--- src/rtl/n8_controller_reader.sv ---
// rtl/n8_controller_reader.sv - N8 controller serial poller with parallel active-high button outputs
module n8_controller_reader #(
    parameter int PULSE_CYCLES = 300,
    parameter int POLL_CYCLES  = 833333
) (
    input  logic       clk,
    input  logic       reset_n,
    input  logic       n8_data,
    output logic       n8_latch,
    output logic       n8_pulse,
    output logic [7:0] buttons,
    output logic       n8_a,
    output logic       n8_b,
    output logic       n8_select,
    output logic       n8_start,
    output logic       n8_up,
    output logic       n8_down,
    output logic       n8_left,
    output logic       n8_right,
    output logic       frame_valid
);
    localparam int PHASE_W = $clog2(2 * PULSE_CYCLES);
    localparam int POLL_W  = $clog2(POLL_CYCLES);
    localparam logic [PHASE_W-1:0] LATCH_LAST = PHASE_W'(2 * PULSE_CYCLES - 1);
    localparam logic [PHASE_W-1:0] PULSE_LAST = PHASE_W'(PULSE_CYCLES - 1);
    localparam logic [POLL_W-1:0]  POLL_LAST  = POLL_W'(POLL_CYCLES - 1);

    typedef enum logic [2:0] {
        IDLE,
        LATCH,
        LOW,
        HIGH,
        UPDATE
    } state_t;

    state_t               state, state_d;
    logic [1:0]           data_sync;
    logic [POLL_W-1:0]    poll_cnt;
    logic [PHASE_W-1:0]   phase_cnt;
    logic [2:0]           bit_idx;
    logic [7:0]           shift_q, shift_d;
    logic                 tick;
    logic                 phase_done;

    assign tick = (poll_cnt == POLL_LAST);

    // Idle level of the pull-up, so a reset never looks like a pressed button
    always_ff @(posedge clk or negedge reset_n) begin
        if (!reset_n) begin
            data_sync <= 2'b11;
        end else begin
            data_sync <= {data_sync[0], n8_data};
        end
    end

    always_ff @(posedge clk or negedge reset_n) begin
        if (!reset_n) begin
            poll_cnt <= '0;
        end else begin
            poll_cnt <= tick ? '0 : poll_cnt + 1'b1;
        end
    end

    always_comb begin
        state_d    = state;
        shift_d    = shift_q;
        phase_done = 1'b0;
        case (state)
            IDLE: begin
                if (tick) state_d = LATCH;
            end
            LATCH: begin
                phase_done = (phase_cnt == LATCH_LAST);
                if (phase_done) state_d = LOW;
            end
            LOW: begin
                phase_done = (phase_cnt == PULSE_LAST);
                if (phase_done) begin
                    shift_d[bit_idx] = ~data_sync[1];
                    state_d          = (bit_idx == 3'd7) ? UPDATE : HIGH;
                end
            end
            HIGH: begin
                phase_done = (phase_cnt == PULSE_LAST);
                if (phase_done) state_d = LOW;
            end
            UPDATE: state_d = IDLE;
            default: state_d = IDLE;
        endcase
    end

    // Pin outputs are registered from the next state so they are glitch-free
    // yet still line up with the state they belong to.
    always_ff @(posedge clk or negedge reset_n) begin
        if (!reset_n) begin
            state       <= IDLE;
            phase_cnt   <= '0;
            bit_idx     <= '0;
            shift_q     <= '0;
            buttons     <= '0;
            n8_latch    <= 1'b0;
            n8_pulse    <= 1'b0;
            frame_valid <= 1'b0;
        end else begin
            state     <= state_d;
            shift_q   <= shift_d;
            phase_cnt <= (state_d != state || state == IDLE) ? '0 : phase_cnt + 1'b1;
            if (state == LATCH) begin
                bit_idx <= '0;
            end else if (state == HIGH && phase_done) begin
                bit_idx <= bit_idx + 1'b1;
            end
            // Last bit is merged in here so buttons is current while frame_valid is high
            if (state_d == UPDATE) begin
                buttons <= shift_d;
            end
            n8_latch    <= (state_d == LATCH);
            n8_pulse    <= (state_d == HIGH);
            frame_valid <= (state_d == UPDATE);
        end
    end

    assign n8_a      = buttons[0];
    assign n8_b      = buttons[1];
    assign n8_select = buttons[2];
    assign n8_start  = buttons[3];
    assign n8_up     = buttons[4];
    assign n8_down   = buttons[5];
    assign n8_left   = buttons[6];
    assign n8_right  = buttons[7];

endmodule

--- config.mk ---
export PLATFORM = sky130hd
export DESIGN_NAME = n8_controller_reader
export DESIGN_NICKNAME = d
export VERILOG_FILES = /design/src/rtl/n8_controller_reader.sv
export SDC_FILE = /design/constraint.sdc
export NUM_CORES = 1
export LEC_CHECK = 0
export ABC_AREA = 1
export CAP_MARGIN = 20
export CORE_ASPECT_RATIO = 0.6
export CORE_MARGIN = 2
export CORE_UTILIZATION = 60
export CTS_CLUSTER_DIAMETER = 200
export DETAILED_ROUTE_END_ITERATION = 12
export DONT_BUFFER_PORTS = 1
export HOLD_SLACK_MARGIN = 0.12
export PLACE_DENSITY = 0.76
export SYNTH_ARGS = -nofsm -noshare
export SYNTH_HDL_FRONTEND = slang
export SYNTH_SLANG_ARGS = --single-unit
--- constraint.sdc ---
create_clock -name clk -period 2.4 [get_ports clk]
set_input_delay 0.12 -clock clk [delete_from_list [all_inputs] [get_ports clk]]
set_output_delay 0.12 -clock clk [all_outputs]
set_load 0.01 [all_outputs]
======== Word level (Yosys, flattened, before mapping) ========
Index checks and enable logic that the tools add are counted.
storage, ports and cells
  register bits after elaboration ......... 57
  output and inout port bits .............. 19
  word-level logic and storage cells ...... 49
operators by class
  reductions and logical operators ........ 6
  bitwise gates (word level) .............. 1
  order comparisons ....................... 2
  equal/unequal tests ..................... 11
  add/subtract/negate cells ............... 3
  mux-type cells .......................... 16
operators with widths
  operator               number
  $mux 3                 7
  $add 20x1->20 const B  1
  $eq 20x20->1 const B   1
  $mux 20                1
  $mux 8                 2
  $pmux 3 s4             1
  $add 10x1->10 const B  1
  $eq 10x10->1 const B   1
  $eq 10x9->1 const B    1
  $mux 10                1
  $eq 3x2->1 const B     3
  $bwmux 8               1
  $eq 3x1->1 const B     2
  $eq 3x3->1 const B     2
  $lt 3x4->1 const B     1
  $add 3x1->3 const B    1
  $demux 1 s3            1
  $ge 3x1->1 const B     1
  $logic_not 3->1        1
  $ne 3x3->1             1
  $logic_and 1x1->1      2
  $pmux 1 s2             1
  $reduce_bool 2->1      1
  $reduce_or 2->1        1
  3 further kinds        3

======== Longest topological paths before layout ========
  depth after elaboration ................. 7
  mapped depth ............................ 11
  depth with buffers taken out ............ 11

======== Worst setup path before layout ========
OpenSTA, ideal clock, no wires.
  path kind ............................... register to register
  from .................................... register phase_cnt[0]
  to ...................................... register buttons[4]
  cell stages (with the launch flop) ...... 10
  data required time ...................... 2.276 ns
  arrival ................................. 1.390 ns
  path slack .............................. 0.886 ns
  cell sequence ........................... dfrtp_1 > ha_1 > nand2_1 > nor2_2 > nand2_2 > nor3_4 > inv_2 > buf_6 > nand2_1 > o21ai_2
on the way
  cells in the longest elaborated chain, start to end .. 4
RTL lines
  what                                         RTL line    source
  from (decl)                                  39          logic [PHASE_W-1:0] phase_cnt;
  from (signal assigned)                       107         phase_cnt <= (state_d != state || state == IDLE) ? '0 : phase_cnt + 1'b1;
  $eq 10x9->1 or $eq 10x10->1 (tied branches)  77, 84, 73
  $mux 3, on equally long branches             85, 74, 78
  $pmux 3 s4 (*)                               68          case (state)
  named net state_d[2]                         36          state_t state, state_d;
  $eq 3x3->1 (*)                               114         if (state_d == UPDATE) begin
  to (signal assigned)                         115         buttons <= shift_d;
  to (decl)                                    11          output logic [7:0] buttons,
The timed path passes the listed nets; every way through them passes the cells marked *.
A chain may end at the register's enable or synchronous reset.

======== Worst setup path after layout ========
  from .................................... register phase_cnt[0]
  to ...................................... register phase_cnt[0]
on the way
  cells in the longest elaborated chain, start to end .. 6
RTL lines
  what                                         RTL line
  $eq 10x9->1 or $eq 10x10->1 (tied branches)  77, 84, 73
  $mux 3, on equally long branches             85, 74, 78
  $pmux 3 s4 (*)                               68
  named net state_d[0]                         36
  $ne 3x3->1 (*)                               107
  $logic_or 1x1->1 (*)                         107
  $mux 10 (*)                                  107
Marked as above.

==> results_dict.tcl <==
set metrics [dict create \
    status "completed" \
    max-cap-violations 0 \
    die_h_um 58.26 \
    area_delta_synth_final_pct 9.647 \
    powerDensity_nw_per_um2 623.2 \
    fin_setup_tns_ns 0 \
    cts_max_path_buffers 2 \
    grt_max_degree 58 \
    cts_max_level 3 \
    yosys.area.top_type_share_pct 46.75 \
    vias 2349 \
    drtAntennaViolNets 0 \
    ys_seq_elements 57 \
    wl_per_cell_um 13.72 \
    die_w_um 94.43 \
    worstSetupPathType "flop to flop" \
    num_io_pins 22 \
    synth_area_leader_cell "dfrtp_1" \
    fin_area_um2 3228 \
    reg2reg_to "phase_cnt[0]" \
    die_area_um2 5501 \
    start_util_pct 63.51 \
    max_stage_delay_ns 0.38 \
    r2r_cells 11 \
    clk_latency_ns 0.34 \
    path_clk_slew_ns 0.07 \
    numCtsBuffers 9 \
    hold_class "input port to asynchronous set/reset pin" \
    yosysSeqAreaShare_pct 48.53 \
    path_cells "ha_1 -> nand2_1 -> nor2_1 -> nand3_1 -> nand2_1 -> nand2_1 -> inv_2 -> nand3_2 -> nand2_1 -> nand3_2 -> nor2_1" \
    synth_cell_types 27 \
    syn_avg_cell_area_um2 8.000 \
    layout_setup_ws_ns 0.5026 \
    max-vdd-ir-drop_mv 0.4245 \
    reg2reg_slack_ns 0.50 \
    detail_route.iter0.violations 218 \
    firstDrtPassIters 5 \
    rr_startpoint "phase_cnt[0]" \
    cp.required_ns 2.67 \
    rows 19 \
    synth_area_um2 2944 \
    p_leak_nw 1.601 \
    gp_congestion 0.9172 \
    slew_viol_final 0 \
    grt_usage_pct 25.43 \
    port_buffers 0 \
    fmax_mhz 527.0 \
    final.min_clock_period_ns 1.897 \
    cp.arrival_ns 2.16 \
    core_um2 4636 \
    final_common_cell "nand2_1" \
    setup_violations 0 \
    rsz0062_at_grt "no" \
    critPathLaunchType "flop" \
    num_antenna_cells 0 \
    routed_wl_um 6051 \
    skew_ns 0.006482 \
    cp_slowest_cell "dfrtp_1" \
    grt_first_pass_wirelength_um 10460 \
    antenna_found_initial 0 \
    hold_viol 0 \
    cp-end-kind "flop" \
    final_cell_mix "nand2_1 (72), inv_1 (57), dfrtp_1 (55), nor2_1 (50), nand3_1 (27)" \
    drc 0 \
    first_global_vias 2198 \
    synth_warnings 0 \
    preCtsSetupSlack_ns 0.5618 \
    max-slew-margin-rel_pct 69.15 \
    drive_gt1_share_pct 9.524 \
    min_period_over_period_pct 79.06 \
    dp_hpwl_um 4329 \
    cts_resized 0 \
    syn_nets 376 \
    tightest_slew_ns 0.4585 \
    cts_root_buf "clkbuf_8" \
    cp_max_fo 10 \
    place_area_um2 2952 \
    grt.overflow.total 0 \
    clock_sinks 57 \
    vias_per_cell 5.327 \
    cts_tree "yes" \
    syn_inst 368 \
    cpMostUsedCell "nand2_1" \
    synthTopCellsByArea "dfrtp_1 (47%), nand2_1 (9.2%), inv_1 (7.3%), nor2_1 (6.4%), nand3_1 (4.6%)" \
    finalNetCount 381 \
]
==> critical path: cells and delay by family, from the launching register on <==
kind	cells	cell delay, ns
adder cells (fa/ha/maj)	1	0.25
buffers and inverters	1	0.07
flip-flops	1	0.38
AND/OR/NAND/NOR	9	1.12
==> power by group <==
group | internal, mW | total, mW | switching [mW]
logic | 0.00702 | 0.0271 | 0.0201
registers | 0.964 | 0.966 | 0.00153
clock network | 0.637 | 1.02 | 0.382
total | 1.61 | 2.01 | 0.404
==> per-stage QoR <==
stage / total power, mW / util [%] / std cells / hold WS (ns)
finish: 2.012 / 69.64 / 441 / 0.3154
detailed placement: 0.9846 / 63.67 / 422 / -0.1741
global placement: 0.9844 / 63.67 / 422 / -0.1746
global route: 2.084 / 69.64 / 441 / 0.3247
floorplan: 0.9834 / - / 368 / -0.1756
CTS: 2.027 / 69.64 / 441 / 0.3143
==> cells in the mapped netlist (all sizes together) <==
cell / number
xor2: 11
inv: 61
dfrtp: 55
xnor2: 2
o21ai: 25
buf: 9
nand2: 73
nand3: 30
dfstp: 2
or2: 1
o31ai: 1
nor3: 14
nor2: 54
nand4: 10
a21oi: 10
ha: 5
nor4: 4
o221ai: 1
==> cell type report <==
cell class | instances | area (µm²)
clock buffers | 11 | 151.4
clock inverters | 5 | 77.57
fillers | 364 | 1408
inverters | 61 | 229.0
multi-input cells | 241 | 1215
flip-flops and latches | 57 | 1429
well taps | 63 | 78.83
repair buffers | 3 | 47.55
==> kinds of logic after synthesis <==
family                     share of synthesized area (%)
DFF                                                48.53
AOI/OAI and AO/OA                                  6.927
and+or+nand+nor                                    28.35
xor gates and xnor gates                           3.867
adders and majority gates                          2.125
buffers and inverters                              10.20
==> worst max-delay path by stage <==
stage / end / startpoint / depth (start not counted)
finish: phase_cnt[0] / phase_cnt[0] / 11
floorplan: buttons[4] / phase_cnt[0] / 9
detailed placement: buttons[4] / state[2] / 8
CTS: phase_cnt[5] / phase_cnt[0] / 11
global route: phase_cnt[5] / phase_cnt[0] / 11
global placement: phase_cnt[1] / phase_cnt[0] / 11
==> what timing repair did <==
action                                 CTS  global route
endpoints found under the hold margin   58             0
setup buffers                            0             0
hold buffers                             3             0
==> state kept, by name, indices dropped and copies added (netlist names) <==
name / flops
frame_valid: 1
shift_q: 8
data_sync: 2
state: 3
phase_cnt: 10
buttons: 8
poll_cnt: 20
bit_idx: 3
n8_pulse: 1
n8_latch: 1
==> routing by layer <==
layer | GRT usage, % | share of wire, %
met1 | 40.05 | 52
met2 | 32.86 | 39
met3 | 6.762 | 7.4
met4 | 10.35 | 1.3
met5 | 0 | 0
Note: power is estimated with default switching activity, not from simulation.
